File: src/rtl/fsm_fetch_dispatch_pkg.sv
// Shared control-unit definitions for the fetch/dispatch FSM: state encoding,
// RISC-V major opcodes, one-hot class bit positions and execution-unit selection.
package fsm_fetch_dispatch_pkg;

  typedef enum logic [2:0] {
    ST_IDLE,
    ST_FETCH,
    ST_DECODE,
    ST_DISPATCH,
    ST_WAIT_DONE,
    ST_TRAP
  } state_t;

  typedef enum logic [1:0] {
    UNIT_NONE,
    UNIT_ALU,
    UNIT_MEM,
    UNIT_BJ
  } unit_t;

  localparam int unsigned WDOG_MAX_DEFAULT = 15;
  localparam int unsigned WDOG_W           = 4;

  localparam logic [6:0] OPC_OP     = 7'b0110011;
  localparam logic [6:0] OPC_OP_IMM = 7'b0010011;
  localparam logic [6:0] OPC_LOAD   = 7'b0000011;
  localparam logic [6:0] OPC_STORE  = 7'b0100011;
  localparam logic [6:0] OPC_LUI    = 7'b0110111;
  localparam logic [6:0] OPC_AUIPC  = 7'b0010111;
  localparam logic [6:0] OPC_BRANCH = 7'b1100011;
  localparam logic [6:0] OPC_JAL    = 7'b1101111;
  localparam logic [6:0] OPC_JALR   = 7'b1100111;

  localparam int unsigned CODE_OP     = 19;
  localparam int unsigned CODE_OP_IMM = 20;
  localparam int unsigned CODE_LOAD   = 21;
  localparam int unsigned CODE_STORE  = 22;
  localparam int unsigned CODE_LUI    = 23;
  localparam int unsigned CODE_BRANCH = 24;
  localparam int unsigned CODE_JAL    = 25;
  localparam int unsigned CODE_JALR   = 26;
  localparam int unsigned CODE_AUIPC  = 27;

  // Control-flow classes go to the branch/jump unit, memory classes to the
  // load/store unit, and every other legal class to the ALU.
  function automatic unit_t unit_of(input logic [31:0] code);
    unit_t u;
    u = UNIT_NONE;
    if (code[CODE_BRANCH] | code[CODE_JAL] | code[CODE_JALR]) begin
      u = UNIT_BJ;
    end else if (code[CODE_LOAD] | code[CODE_STORE]) begin
      u = UNIT_MEM;
    end else if (|code) begin
      u = UNIT_ALU;
    end
    return u;
  endfunction

endpackage

File: src/rtl/fsm_fetch_dispatch_opcode_classifier.sv
// Combinational opcode-to-one-hot class mapping; unknown opcodes give all zeros.
module opcode_classifier
  import fsm_fetch_dispatch_pkg::*;
(
  input  logic [6:0]  opcode,
  output logic [31:0] code
);

  always_comb begin
    code = '0;
    case (opcode)
      OPC_OP:     code[CODE_OP]     = 1'b1;
      OPC_OP_IMM: code[CODE_OP_IMM] = 1'b1;
      OPC_LOAD:   code[CODE_LOAD]   = 1'b1;
      OPC_STORE:  code[CODE_STORE]  = 1'b1;
      OPC_LUI:    code[CODE_LUI]    = 1'b1;
      OPC_AUIPC:  code[CODE_AUIPC]  = 1'b1;
      OPC_BRANCH: code[CODE_BRANCH] = 1'b1;
      OPC_JAL:    code[CODE_JAL]    = 1'b1;
      OPC_JALR:   code[CODE_JALR]   = 1'b1;
      default:    code = '0;
    endcase
  end

endmodule

File: src/rtl/fsm_fetch_dispatch.sv
// Control-unit sequencer: fetches an instruction word, classifies it, starts the
// matching sub-FSM and waits for its completion under a watchdog.
module fsm_fetch_dispatch
  import fsm_fetch_dispatch_pkg::*;
#(
  parameter int unsigned WDOG_MAX = WDOG_MAX_DEFAULT
) (
  input  logic        clk,
  input  logic        reset,
  output logic        imem_req,
  input  logic        imem_ack,
  input  logic [31:0] imem_rdata,
  output logic [31:0] ins,
  output logic [31:0] code,
  output logic        start_alu,
  output logic        start_mem,
  output logic        start_bj,
  input  logic        done_alu,
  input  logic        done_mem,
  input  logic        done_bj,
  output logic        busy,
  output logic        trap
);

  localparam logic [WDOG_W:0] WDOG_LIMIT = WDOG_MAX[WDOG_W:0];

  state_t              state_q;
  state_t              state_next;
  logic [31:0]         class_code;
  unit_t               unit_sel;
  logic                done_match;
  logic [WDOG_W-1:0]   wdog_q;
  logic [WDOG_W:0]     wdog_inc;
  logic                wdog_expire;

  opcode_classifier u_classifier (
    .opcode (ins[6:0]),
    .code   (class_code)
  );

  // code is frozen from DECODE until the next fetch, so the unit can be derived from it
  assign unit_sel    = unit_of(code);
  assign wdog_inc    = {1'b0, wdog_q} + {{WDOG_W{1'b0}}, 1'b1};
  assign wdog_expire = (wdog_inc == WDOG_LIMIT);

  always_comb begin
    done_match = 1'b0;
    case (unit_sel)
      UNIT_ALU: done_match = done_alu;
      UNIT_MEM: done_match = done_mem;
      UNIT_BJ:  done_match = done_bj;
      default:  done_match = 1'b0;
    endcase
  end

  always_ff @(posedge clk or posedge reset) begin
    if (reset) begin
      state_q <= ST_IDLE;
    end else begin
      state_q <= state_next;
    end
  end

  always_comb begin
    state_next = state_q;
    imem_req   = 1'b0;
    start_alu  = 1'b0;
    start_mem  = 1'b0;
    start_bj   = 1'b0;
    case (state_q)
      ST_IDLE: begin
        state_next = ST_FETCH;
      end
      ST_FETCH: begin
        imem_req = 1'b1;
        if (imem_ack) begin
          state_next = ST_DECODE;
        end
      end
      ST_DECODE: begin
        // decision uses the class being registered this cycle
        state_next = (class_code == '0) ? ST_TRAP : ST_DISPATCH;
      end
      ST_DISPATCH: begin
        case (unit_sel)
          UNIT_ALU: start_alu = 1'b1;
          UNIT_MEM: start_mem = 1'b1;
          UNIT_BJ:  start_bj  = 1'b1;
          default:  start_alu = 1'b0;
        endcase
        state_next = ST_WAIT_DONE;
      end
      ST_WAIT_DONE: begin
        // a completion on the expiry cycle still counts
        if (done_match) begin
          state_next = ST_FETCH;
        end else if (wdog_expire) begin
          state_next = ST_TRAP;
        end
      end
      ST_TRAP: begin
        state_next = ST_TRAP;
      end
      default: begin
        state_next = ST_IDLE;
      end
    endcase
  end

  assign busy = (state_q != ST_IDLE) && (state_q != ST_TRAP);
  assign trap = (state_q == ST_TRAP);

  always_ff @(posedge clk or posedge reset) begin
    if (reset) begin
      ins    <= '0;
      code   <= '0;
      wdog_q <= '0;
    end else begin
      if ((state_q == ST_FETCH) && imem_ack) begin
        ins <= imem_rdata;
      end
      if (state_q == ST_DECODE) begin
        code <= class_code;
      end
      if (state_q == ST_DISPATCH) begin
        wdog_q <= '0;
      end else if (state_q == ST_WAIT_DONE) begin
        wdog_q <= wdog_inc[WDOG_W-1:0];
      end
    end
  end

endmodule

File: config.mk
export PLATFORM = sky130hd
export DESIGN_NAME = fsm_fetch_dispatch
export DESIGN_NICKNAME = d
export VERILOG_FILES = /design/src/rtl/fsm_fetch_dispatch_pkg.sv /design/src/rtl/fsm_fetch_dispatch_opcode_classifier.sv /design/src/rtl/fsm_fetch_dispatch.sv
export SDC_FILE = /design/constraint.sdc
export NUM_CORES = 1
export LEC_CHECK = 0
export ABC_AREA = 1
export BUFFER_PORTS_ARGS = -buffer_cell sky130_fd_sc_hd__clkbuf_2
export CORE_ASPECT_RATIO = 1.25
export CORE_UTILIZATION = 47
export DETAILED_ROUTE_END_ITERATION = 6
export GPL_TIMING_DRIVEN = 0
export HOLD_SLACK_MARGIN = 0.03
export PLACE_DENSITY = 0.84
export SYNTH_ARGS = -nofsm -noshare
export SYNTH_HDL_FRONTEND = slang
export SYNTH_HIERARCHICAL = 1
export SYNTH_SLANG_ARGS = --single-unit
export TNS_END_PERCENT = 5
File: constraint.sdc
create_clock -name clk -period 2.2 [get_ports clk]
set_clock_uncertainty 0.2 [all_clocks]
set_input_delay 0.11 -clock clk [delete_from_list [all_inputs] [get_ports clk]]
set_output_delay 0.11 -clock clk [all_outputs]
set_load 0.05 [all_outputs]
**Yosys cells after proc, flatten, opt, wreduce, memory -nomap -nowiden**

Cells that the tools add are included.

- $add $sub $neg: 1
- Bitwise gates (word level): 3
- Multiplexer cells: 27
- Reductions and logical operators: 8
- Eq/ne operators: 21

Operator list:

| operator | count |
|---|---|
| 32-bit zero test | 1 |
| 7-bit by 6-bit equality test with 1-bit output, second input constant | 3 |
| 7-bit equality test, second input constant | 3 |
| 3-bit one-hot mux with 6 select lines | 1 |
| 1-bit two-way mux | 17 |
| 7-bit by 5-bit equality test with 1-bit output, second input constant | 2 |
| 3-bit two-way mux | 4 |
| 9-bit OR reduction | 1 |
| 4-bit two-way mux | 2 |
| 7-bit by 2-bit equality test with 1-bit output, second input constant | 1 |
| 3-bit by 2-bit equality test with 1-bit output, second input constant | 2 |
| 3-bit equality test, second input constant | 2 |
| 3-bit inequality test, second input constant | 2 |
| 4-bit by 1-bit adder with 5-bit output, second input constant | 1 |
| 5-bit by 4-bit equality test with 1-bit output, second input constant | 1 |
| 2-bit equality test, second input constant | 2 |
| 2-bit two-way mux | 2 |
| 3-bit by 1-bit equality test with 1-bit output, second input constant | 1 |
| 3-bit zero test | 1 |
| 1-bit OR | 3 |
| 1-bit one-hot mux with 3 select lines | 1 |
| 3-bit nonzero test | 1 |
| 2-bit by 1-bit equality test with 1-bit output, second input constant | 1 |
| 1-bit logical AND | 2 |
| 3 further kinds | 3 |

- Output and inout port bits: 70
- Bits of input ports: 38
- Bits in registers: 48

**Longest topological paths before layout**

Gate-level depths: netlist of the first run.

- Depth after elaboration: 8
- Gate-level depth with buffers: 12
- Depth with buffers taken out: 12

**By module**

The synthesis of the first run kept the hierarchy.

Modules (own cells, without submodules):

| module | cells an instance | seq. area each (um2) | times used | area each (um2) |
|---|---|---|---|---|
| fsm_fetch_dispatch | 315 | 1,776.7 | 1 | 3,198.1 |
| opcode_classifier | 51 | 0.0 | 1 | 284.0 |

**Worst setup path before layout of the first run**

No wires, ideal clock.

- Path type: flip-flop to output port
- Start point: register code[21]
- End point: output port start_alu
- Setup slack: -0.587 ns
- Arrival time: 2.477 ns
- Cell stages (with the launch flop): 7
- Required time: 1.890 ns
- Path through: dfrtp_1 nor2_1 nand2_1 nor2_1 nand2_1 nor2_1 nor4_1

- Longest elaborated chain between the ends: 7
- Elaborated cells on any way between the ends: 8
- Those cells by class: eq/ne (1); mux (5); bitwise (1); reduce/logical (1)

Ends and longest elaborated chain:

| item | line | text |
|---|---|---|
| start: declaration | fsm_fetch_dispatch.sv:14 | `output logic [31:0] code,` |
| start signal: assignment | fsm_fetch_dispatch.sv:123 | `code <= class_code;` |
| 9-bit OR reduction | fsm_fetch_dispatch_pkg.sv:53 | `end else if (\|code) begin` |
| 1-bit two-way mux | fsm_fetch_dispatch_pkg.sv:53 |  |
| 2-bit two-way mux (*) | fsm_fetch_dispatch_pkg.sv:51 | `end else if (code[CODE_LOAD] \| code[CODE_STORE]) begin` |
| 2-bit two-way mux (*) | fsm_fetch_dispatch_pkg.sv:49 | `if (code[CODE_BRANCH] \| code[CODE_JAL] \| code[CODE_JALR]) begin` |
| 2-bit by 1-bit equality test with 1-bit output (*) | fsm_fetch_dispatch.sv:85 | `case (unit_sel)` |
| 1-bit two-way mux (*) | fsm_fetch_dispatch.sv:85 |  |
| 1-bit two-way mux (*) | fsm_fetch_dispatch.sv:70 | `case (state_q)` |
| end: declaration | fsm_fetch_dispatch.sv:15 | `output logic start_alu,` |

Every way passes the cells marked *; elsewhere a longest branch is shown, timed or not.

**Final worst setup path of the first run**

- Start point: register state_q[2]
- End point: output port start_alu

- Longest elaborated chain between the ends: 2

Ends and longest elaborated chain:

| item | line | text |
|---|---|---|
| start: declaration | fsm_fetch_dispatch.sv:27 | `state_t state_q;` |
| start signal: assignment | fsm_fetch_dispatch.sv:60 | `state_q <= state_next;` |
| 3-bit by 2-bit equality test with 1-bit output | fsm_fetch_dispatch.sv:70 |  |
| 1-bit two-way mux | fsm_fetch_dispatch.sv:70 |  |

No other way between the ends.

==> summary.md, run 1 <==
| Metric | Value |
|---|---|
| Sequential share of power | 30.0% |
| Initial antenna violation count | 0 |
| Final Power | 0.00785 W |
| Clock buffer depth | 2 |
| GRT overflow | 0 |
| Vias in the first global route | 2,937 |
| Ant diodes | 0 |
| Crit start category | flop |
| # DRC | 0 |
| Clock root buffer | clkbuf_8 |
| First-pass GRT wire length | 13.3 mm |
| Layout Utilization | 68.1% |
| DRT iter0 DRCs | 126 |
| Hold Path Class | input pin to flop |
| DP HPWL | 5.74 mm |
| Period utilisation layout | 96.3% |
| VDD IR-drop max | 1.03 mV |
| CP Max Fanout | 6 |
| Clk_lat worst skew | 0.33 ns |
| Finished Layout Cells | 637 |
| Seq/Total Area, Yosys | 51.0% |
| Count leader, synth | dfrtp_1 |
| Ys async rst share | 100% |
| Worst path cell trace | nor3_2, inv_1, nor4_2, clkbuf_4 |
| Final WL | 8.30 mm |
| Ys Warns | 6 |
| Power Internal | 0.00382 W |
| CP Capture Type | primary output |
| Starting Density | 49.3% |
| Area share of the largest cell type after synthesis | 51.0% |
| Syn Inst Count | 366 |
| Mapped Area | 3480 um^2 |
| Largest net degree at the start of global routing | 72 |
| CP Data Required Time | 1.89 ns |
| Worst path buffer plus inverter count | 2 |
| Max-Slew Margin vs Limit | 42.1% |
| Number of antenna-violating nets in the routed design | 0 |
| Max Freq | 472 MHz |
| Main area contributors after synthesis | dfrtp_1 51%, mux2_4 13%, nand2_1 7.0%, o21ai_0 5.2%, inv_1 5.2% |
| Num CTS Buffers | 9 |
| Core ar. | 7060 um^2 |
| Top-level I/O count | 108 |
| Worst EP arrival | 1.81 ns |
| Crit-path max cell delay | 0.46 ns |
| Sw Share | 51.3% |
| Port bufs | 107 |
| Post-synthesis cell type count | 23 |
| Die W | 79.0 um |
| Row count | 34 |
| Number of flops mapped to enable cells by yosys | 0 |
| Drt pass-1 iters | 4 |
| Die footprint | 7760 um^2 |
| CP top delay family | simple AND/OR/NAND/NOR gates |
| # clock sinks | 71 |
| CTS tree | done |
| Top cell type by total area after synthesis | dfrtp_1 |
| Die Y | 98.2 um |
| Combinational fraction of design power | 55.8% |
| Final Hold Viols | 0 |
| Slew Viols, Final | 0 |
| Tmin final | 2.12 ns |
| Avg WL per Cell | 13.0 um |
| Seq cells post-synth | 71 |
| Clock power share | 14.2% |
| Crit path max-delay cell type | dfrtp_1 |
| Primary FF master, synth | dfrtp_1 |
| Post-Syn Area per Cell | 9.51 um^2 |
| Pwr Density | 1630 nW/um^2 |
| Net Sw Power | 0.00403 W |
| Final hold slack | 0.0536 ns |
| Synth top cells by count | 71 x dfrtp_1, 65 x nand2_1, 48 x inv_1, 44 x nor2_1, 36 x o21ai_0 |
| Vias | 2,985 |
| RD Place Congestion | 0.883 |
| GRT Total Usage | 22.1% |
| Vias per inst | 4.69 |
| Critical path class | flop to primary output |
| H-tree levels | 3 |
| Placed insts | 585 |
| Static leakage | 2.59 nW |
| CTS clk-pin slew, worst paths | 0.07 ns |
| Final nets | 582 |
| Status | completed |
| Max-Cap Viols | 0 |
| Synthesis-to-layout area growth | 38.1% |
| Unrepaired setup endpoints after global routing | no |
| Worst-margin pin slew | 0.868 ns |
| Final Setup Violations | 0 |
| Layout cells sized above 1 | 35.1% |
per-layer routing:
layer / track usage, % / vias to the layer above / routed length [um]
met5: 0 / - / 0
met4: 8.81 / 0 / 174
met3: 4.39 / 15 / 297
met2: 39.3 / 78 / 4510
met1: 25.8 / 1429 / 3310
li1: - / 1463 / -
power by group through the flow:
stage | Clock (W) | Sequential (W) | Combinational [W]
3_5_place_dp | 0 | 0.00236 | 0.00427
6_report | 0.00112 | 0.00235 | 0.00438
2_1_floorplan | 0 | 0.00413 | 0.00154
5_1_grt | 0.00120 | 0.00243 | 0.00463
3_3_place_gp | 0 | 0.00232 | 0.00420
4_1_cts | 0.00114 | 0.00234 | 0.00436
cell type report:
class	count	area (um^2)
well taps	90	113
clock buffers	10	128
flip-flops and latches	71	1780
plain buffers	32	233
fillers	561	2250
multi-input cells	235	1380
repair buffers	143	898
inverters	50	190
clock inverters	6	85.1
logic make-up after synthesis:
family	after synthesis	share of synthesized area, %
and+or+nand+nor	137	16.4
buffers and inverters	82	12.1
DFF	71	51.0
AOI/OAI and AO/OA	39	5.61
muxes	32	13.6
adders and majority gates	2	0.719
xor gates and xnor gates	2	0.503
other	1	0.108
path summary, 6_finish.rpt:
check                      startpoint    endpoint  slack (ns)  cells after the start
setup / recovery           state_q[2]   start_alu        0.08                      4
hold / removal                done_bj  state_q[2]        0.05                      6
setup reg to reg           state_q[0]     ins[31]        0.16                      7
hold reg to reg              code[15]    code[15]        0.31                      2
max in group asynchronous       reset    code[30]        0.89                      3
min in group asynchronous       reset      ins[9]        0.34                      3
timing repair:
action / in CTS / in global routing
setup buffers: 0 / 0
setup endpoints to repair: 1 / 1
hold endpoints to repair: 105 / 0
gates resized for setup: 1 / 1
hold buffers: 36 / 0
cell usage in the layout (no fill, tap or decap), types with 3 or more instances in the layout:
cell             n
o21ai_0         36
buf_2            3
clkbuf_1         4
clkbuf_2       106
a21oi_1          3
conb_1          23
nand3_1         12
buf_6            3
clkbuf_8         9
nand4_1          9
dlygate4sd3_1   36
nand2_1         65
dfrtp_1         71
inv_1           47
buf_4           23
nor2_1          44
mux2_4          30
through the flow:
| stage | area (um^2) | setup slack (ns) | TNS (ns) |
|---|---|---|---|
| after floorplan | 3580 | -0.0356 | -0.0356 |
| after global placement | 4220 | -0.644 | -45.39 |
| after detailed placement | 4230 | 0.351 | 0 |
| after CTS | 4800 | 0.0221 | 0 |
| after global routing | 4810 | 0.0140 | 0 |
| final | 4810 | 0.0816 | 0 |
worst min-delay path, delay by kind of cell:
| kind | cells | cell delay (ns) |
|---|---|---|
| AOI/OAI and AO/OA | 2 | 0.19 |
| and+or+nand+nor | 3 | 0.17 |
| buffers and inverters | 1 | 0.08 |
registers in the layout, summed over array words and instances, names as in the netlist:
signal,cells
code,32
ins,32
wdog_q,4
state_q,3
Power figures use the tool's default switching activity.
==> inputs of run 2 (changes only) <==
--- a/config.mk
+++ b/config.mk
@@ -8,13 +8,12 @@
 export ABC_AREA = 1
 export BUFFER_PORTS_ARGS = -buffer_cell sky130_fd_sc_hd__clkbuf_2
 export CORE_ASPECT_RATIO = 1.25
-export CORE_UTILIZATION = 47
+export CORE_UTILIZATION = 42
 export DETAILED_ROUTE_END_ITERATION = 6
 export GPL_TIMING_DRIVEN = 0
 export HOLD_SLACK_MARGIN = 0.03
-export PLACE_DENSITY = 0.84
+export PLACE_DENSITY = 0.83
 export SYNTH_ARGS = -nofsm -noshare
 export SYNTH_HDL_FRONTEND = slang
-export SYNTH_HIERARCHICAL = 1
 export SYNTH_SLANG_ARGS = --single-unit
 export TNS_END_PERCENT = 5
==> run 2 against run 1 <==
Worst setup slack better by 0.31 ns. Global-route usage fell by 4.6 points. Sequential power fell by 35%. Routed wire length decreased by 39%. Largest power group unchanged.
==> summary.md, run 2 <==
| Metric | Value |
|---|---|
| Status | completed |
| Die Y | 86.1 um |
| Setup TNS | 0 ns |
| Primary FF master, synth | dfrtp_1 |
| VDD IR-drop max | 0.886 mV |
| Worst EP arrival | 1.49 ns |
| Die footprint | 5960 um^2 |
| Hold Path Class | input pin to async pin |
| Syn Inst Count | 226 |
| Synth top cells by count | 48 x dfrtp_1, 26 x nand2_1, 24 x inv_1, 23 x buf_4, 22 x mux2_4 |
| Reg2Reg Launch Point | state_q[0] |
| Starting Density | 43.7% |
| Number of setup buffers added after CTS | 0 |
| Row count | 30 |
| CP Capture Type | primary output |
| Number of antenna-violating nets in the routed design | 0 |
| Clk_lat worst skew | 0.30 ns |
| Max-Cap Viols | 0 |
| Commonest non-fill, non-tap cell in the layout | clkbuf_2 |
| Final WL | 5.03 mm |
| Top-level I/O count | 108 |
| Static leakage | 1.90 nW |
| Final Hold Viols | 0 |
| Top cell type by total area after synthesis | dfrtp_1 |
| Crit start category | flop |
| Clock root buffer | clkbuf_8 |
| Pwr Density | 1450 nW/um^2 |
| Crit-path max cell delay | 0.40 ns |
| Clock buffer depth | 2 |
| CP Max Fanout | 3 |
| Layout Utilization | 63.3% |
| Number of flip-flops in the largest register | 32 |
| H-tree levels | 2 |
| Worst path cell trace | nor2_1, nand2_1, nor2_1, nand2_1, nor2_1, clkbuf_2 |
| Post-synthesis cell type count | 24 |
| DRT iter0 DRCs | 111 |
| Final Setup Violations | 0 |
| Die W | 69.3 um |
| Top reg by flops | ins |
| DP HPWL | 3.67 mm |
| Period utilisation layout | 82.0% |
| Count leader, synth | dfrtp_1 |
| CP Data Required Time | 1.89 ns |
| Core ar. | 5440 um^2 |
| Num CTS Buffers | 5 |
| Unrepaired setup endpoints after global routing | no |
| Slew Viols, Final | 0 |
| # clock sinks | 48 |
| Port bufs | 84 |
| Main area contributors after synthesis | dfrtp_1 51%, mux2_4 14%, buf_4 7.3%, nand2_1 4.1%, inv_1 3.8% |
| Synthesis-to-layout area growth | 45.0% |
| Seq cells post-synth | 48 |
| Avg WL per Cell | 11.4 um |
| Vias | 1,976 |
| DP Area | 2980 um^2 |
| RD Place Congestion | 0.795 |
| Most frequent cells in the layout | 84 x clkbuf_2, 48 x dfrtp_1, 35 x dlygate4sd3_1 |
| Final instance area | 3440 um^2 |
| CTS clk-pin slew, worst paths | 0.09 ns |
| Post-Syn Area per Cell | 10.5 um^2 |
| Post-cts sizing count | 0 |
| Tmin final | 1.80 ns |
| CP Launch Point | code[24] |
| GRT overflow | 0 |
| Vias per inst | 4.49 |
| Max Freq | 554 MHz |
| # hold bufs at CTS | 35 |
| Ys Warns | 0 |
| Final nets | 415 |
| Drt pass-1 iters | 4 |
| Mapped Area | 2380 um^2 |
| First-pass GRT wire length | 8.29 mm |
| Number of flops mapped to enable cells by yosys | 0 |
| Layout fillers | 447 |
| Largest regs | ins (32), code (9), wdog_q (4) |
| Critical path class | flop to primary output |
| Final Power | 0.00500 W |
| Crit path top cell by count | nor2_1 |
| Vias in the first global route | 1,893 |
| Area share of the largest cell type after synthesis | 50.6% |
| Largest net degree at the start of global routing | 36 |
| Layout cells sized above 1 | 41.0% |
| Ant diodes | 0 |
| Initial antenna violation count | 0 |
| Pre-CTS setup slack | 0.497 ns |
| CTS tree | done |
| Worst setup margin | 0.395 ns |
| # DRC | 0 |
| GRT Total Usage | 17.5% |
| Ys async rst share | 100% |
| Seq/Total Area, Yosys | 50.6% |
| Crit path max-delay cell type | dfrtp_1 |
==> run 2: cell types whose count changed in the layout (fill, tap and decap cells not counted), sizes merged, moves of 2 or more <==
cell	previous run	this run
a21oi	3	6
clkbuf	120	89
dfrtp	71	48
inv	50	26
mux2	32	28
nand2	66	28
nand3	12	17
nand4	9	2
nor2	46	22
o21ai	36	10
o22ai	0	4
xor2	2	0
==> run 2: cell families (layout without fill, tap and decap cells) <==
| kind of cell | after synthesis | count (layout) | synth area share (%) |
|---|---|---|---|
| DFF | 48 | 48 | 50.6 |
| other | 1 | 23 | 0.158 |
| muxes | 28 | 28 | 16.7 |
| AOI/OAI and AO/OA | 22 | 22 | 5.06 |
| buffers and inverters | 53 | 181 | 13.1 |
| adders and majority gates | 2 | 2 | 1.05 |
| and+or+nand+nor | 72 | 72 | 13.4 |
==> run 2: critical path: cells and delay by family, from the launching register on <==
family	cells	cell delay [ns]
buffers and inverters	1	0.28
AND/OR/NAND/NOR	5	0.52
flip-flops	1	0.40
==> run 2: power by group <==
group / switching, W / leakage, nW / total [W] / internal [W]
sequential: 0.000275 / 0.589 / 0.00152 / 0.00125
combinational: 0.00195 / 1.26 / 0.00284 / 0.000893
clock: 0.000292 / 0.0548 / 0.000635 / 0.000342
==> run 2: layout make-up <==
cell class	count	area (um^2)	share of cell area, %
buffer	27	211	6.14
timing repair buffer	120	791	23.0
multi-input combinational	147	947	27.5
clock inverter	3	46.3	1.34
sequential	48	1200	34.9
clock buffer	5	68.8	2.00
tap	64	80.1	2.32
inverter	26	98.8	2.87
==> run 2: path summary, 6_finish.rpt <==
kind                         endpoint  slack (ns)  depth (start not counted)
hold / removal                ins[19]        0.10                          3
min in group clk           state_q[2]        0.10                          6
setup reg to reg              ins[21]        0.50                          7
setup / recovery            start_alu        0.40                          6
hold reg to reg               ins[15]        0.32                          1
max in group asynchronous     ins[31]        1.22                          4
==> run 2: per-stage QoR <==
| stage | hold slack (ns) | instances |
|---|---|---|
| 2_1_floorplan | 0.0585 | 248 |
| 3_3_place_gp | 0.141 | 396 |
| 3_5_place_dp | -0.133 | 397 |
| 4_1_cts | 0.0875 | 440 |
| 5_1_grt | 0.109 | 440 |
| 6_report | 0.102 | 440 |
==> run 2: metal layers <==
layer	vias up	routed length [um]	GRT usage, %
li1	991	-	-
met1	905	2110	20.6
met2	75	2600	32.0
met3	5	261	4.00
met4	0	59	5.01
met5	-	0	0
==> inputs of run 3 (changes only) <==
--- a/config.mk
+++ b/config.mk
@@ -8,11 +8,11 @@
 export ABC_AREA = 1
 export BUFFER_PORTS_ARGS = -buffer_cell sky130_fd_sc_hd__clkbuf_2
 export CORE_ASPECT_RATIO = 1.25
-export CORE_UTILIZATION = 42
+export CORE_UTILIZATION = 47
 export DETAILED_ROUTE_END_ITERATION = 6
 export GPL_TIMING_DRIVEN = 0
 export HOLD_SLACK_MARGIN = 0.03
-export PLACE_DENSITY = 0.83
+export PLACE_DENSITY = 0.87
 export SYNTH_ARGS = -nofsm -noshare
 export SYNTH_HDL_FRONTEND = slang
 export SYNTH_SLANG_ARGS = --single-unit
==> constraint.sdc (replaced) <==
create_clock -name clk -period 1.8 [get_ports clk]
set_clock_uncertainty 0.2 [all_clocks]
set_input_delay 0.09 -clock clk [delete_from_list [all_inputs] [get_ports clk]]
set_output_delay 0.09 -clock clk [all_outputs]
set_load 0.05 [all_outputs]
==> run 3 against run 2 <==
Register-to-register slack got worse by 0.43 ns. Clock power is 4.9% higher. Sequential power rose by 24%. Non-clock buffer count unchanged. First-iteration DRC count decreased by 51%. Worst setup slack worse by 0.33 ns.
==> summary.md, run 3 (same netlist as run 2, synthesis figures left out) <==
| Metric | Value |
|---|---|
| RD Place Congestion | 0.847 |
| Sw Share | 51.7% |
| Largest net degree at the start of global routing | 39 |
| Synthesis-to-layout area growth | 44.6% |
| Core ar. | 4800 um^2 |
| Top reg by flops | ins |
| Port bufs | 84 |
| Number of setup buffers added after CTS | 0 |
| Final WL | 5.86 mm |
| Power Internal | 0.00294 W |
| Num CTS Buffers | 5 |
| Clock buffer depth | 2 |
| Most frequent cells in the layout | 81 x clkbuf_2, 48 x dfrtp_1, 35 x dlygate4sd3_1 |
| Final Hold Viols | 0 |
| Number of antenna-violating nets in the routed design | 0 |
| Status | completed |
| Unrepaired setup endpoints after global routing | yes |
| Pwr Density | 1770 nW/um^2 |
| Clk_lat worst skew | 0.30 ns |
| CP Capture Type | flop |
| Layout cells sized above 1 | 41.8% |
| Drt pass-1 iters | 4 |
| Combinational fraction of design power | 58.0% |
| Ant diodes | 0 |
| Slew Viols, Final | 0 |
| Die Y | 81.5 um |
| Final hold slack | 0.0484 ns |
| Die W | 65.6 um |
| Period utilisation layout | 96.1% |
| CP Data Required Time | 1.79 ns |
| Clock power share | 11.0% |
| Final nets | 415 |
| Worst EP arrival | 1.72 ns |
| Final Power | 0.00608 W |
| Row count | 28 |
| Pre-CTS setup slack | 0.103 ns |
| Initial antenna violation count | 0 |
| Starting Density | 49.5% |
| Crit start category | flop |
| CTS clk-pin slew, worst paths | 0.09 ns |
| Avg WL per Cell | 13.4 um |
| Tmin final | 1.73 ns |
| Static leakage | 1.90 nW |
| Largest regs | ins (32), code (9), wdog_q (4) |
| Clock root buffer | clkbuf_8 |
| DRT iter0 DRCs | 54 |
| Sequential share of power | 31.0% |
| GRT Total Usage | 22.4% |
| First-pass GRT wire length | 8.98 mm |
| Max Freq | 578 MHz |
| Hold Path Class | input pin to async pin |
| Net Sw Power | 0.00315 W |
| Max-Cap Viols | 0 |
| Vias in the first global route | 1,960 |
| GRT overflow | 0 |
| R2R depth | 7 |
| Worst setup margin | 0.0696 ns |
| Critical path class | flop to flop |
| Top-level I/O count | 108 |
| DP HPWL | 3.68 mm |
| Number of flip-flops in the largest register | 32 |
| CTS tree | done |
| # DRC | 0 |
| VDD IR-drop max | 1.49 mV |
| CP Max Fanout | 10 |
| Die footprint | 5350 um^2 |
| Commonest non-fill, non-tap cell in the layout | clkbuf_2 |
| Vias | 2,016 |
| Final Setup Violations | 0 |
| # clock sinks | 48 |
| H-tree levels | 2 |
| Setup TNS | 0 ns |
| Vias per inst | 4.62 |
-- run 3: through the flow --
stage | cell area (um^2) | util (%) | cells
after floorplan | 2460 | - | 248
after global placement | 2960 | 61.6 | 392
after detailed placement | 2980 | 62.0 | 393
after CTS | 3420 | 71.3 | 436
after global routing | 3440 | 71.6 | 436
final | 3440 | 71.6 | 436
-- run 3: metal layers --
layer / share of wire, % / global-route usage (%) / wire (um)
met3: 5.9 / 5.42 / 346
met1: 41 / 26.6 / 2410
met4: 1.2 / 7.39 / 72
met2: 52 / 39.7 / 3040
met5: 0 / 0 / 0
-- run 3: final timing paths --
| path | end | slack, ns | from |
|---|---|---|---|
| min in group clk | state_q[2] | 0.06 | done_mem |
| max in group asynchronous | ins[6] | 0.88 | reset |
| hold reg to reg | code[27] | 0.32 | code[27] |
| setup reg to reg | ins[28] | 0.07 | state_q[0] |
| hold / removal | ins[22] | 0.05 | reset |
| setup / recovery | ins[28] | 0.07 | state_q[0] |
-- run 3: what timing repair did --
| action | 4_1_cts | 5_1_grt |
|---|---|---|
| cloned | 0 | 0 |
| endpoints found under the setup margin | 1 | 6 |
| pin swaps | 0 | 1 |
| endpoints found under the hold margin | 83 | 0 |
| hold buffers | 35 | 0 |
| resized for setup | 1 | 8 |
-- run 3: power groups by stage --
stage	clock [W]	combinational [W]	sequential, W
2_1_floorplan	0	0.00144	0.00313
3_3_place_gp	0	0.00335	0.00185
3_5_place_dp	0	0.00344	0.00186
4_1_cts	0.000678	0.00350	0.00186
5_1_grt	0.000720	0.00371	0.00193
6_report	0.000666	0.00353	0.00189
-- run 3: layout make-up --
type / count / area (um^2)
multi-input cells: 147 / 955
plain buffers: 27 / 211
flip-flops and latches: 48 / 1200
well taps: 60 / 75.1
clock buffers: 6 / 82.6
clock inverters: 2 / 10.0
repair buffers: 120 / 802
inverters: 26 / 98.8
fillers: 354 / 1360
-- run 3: critical path, cell delays in order (launching register included) --
cell,delay [ns]
dfrtp_1,0.42
inv_2,0.11
nor2_4,0.05
nand2_2,0.08
clkinv_2,0.09
nand2_4,0.14
buf_6,0.20
mux2_4,0.32
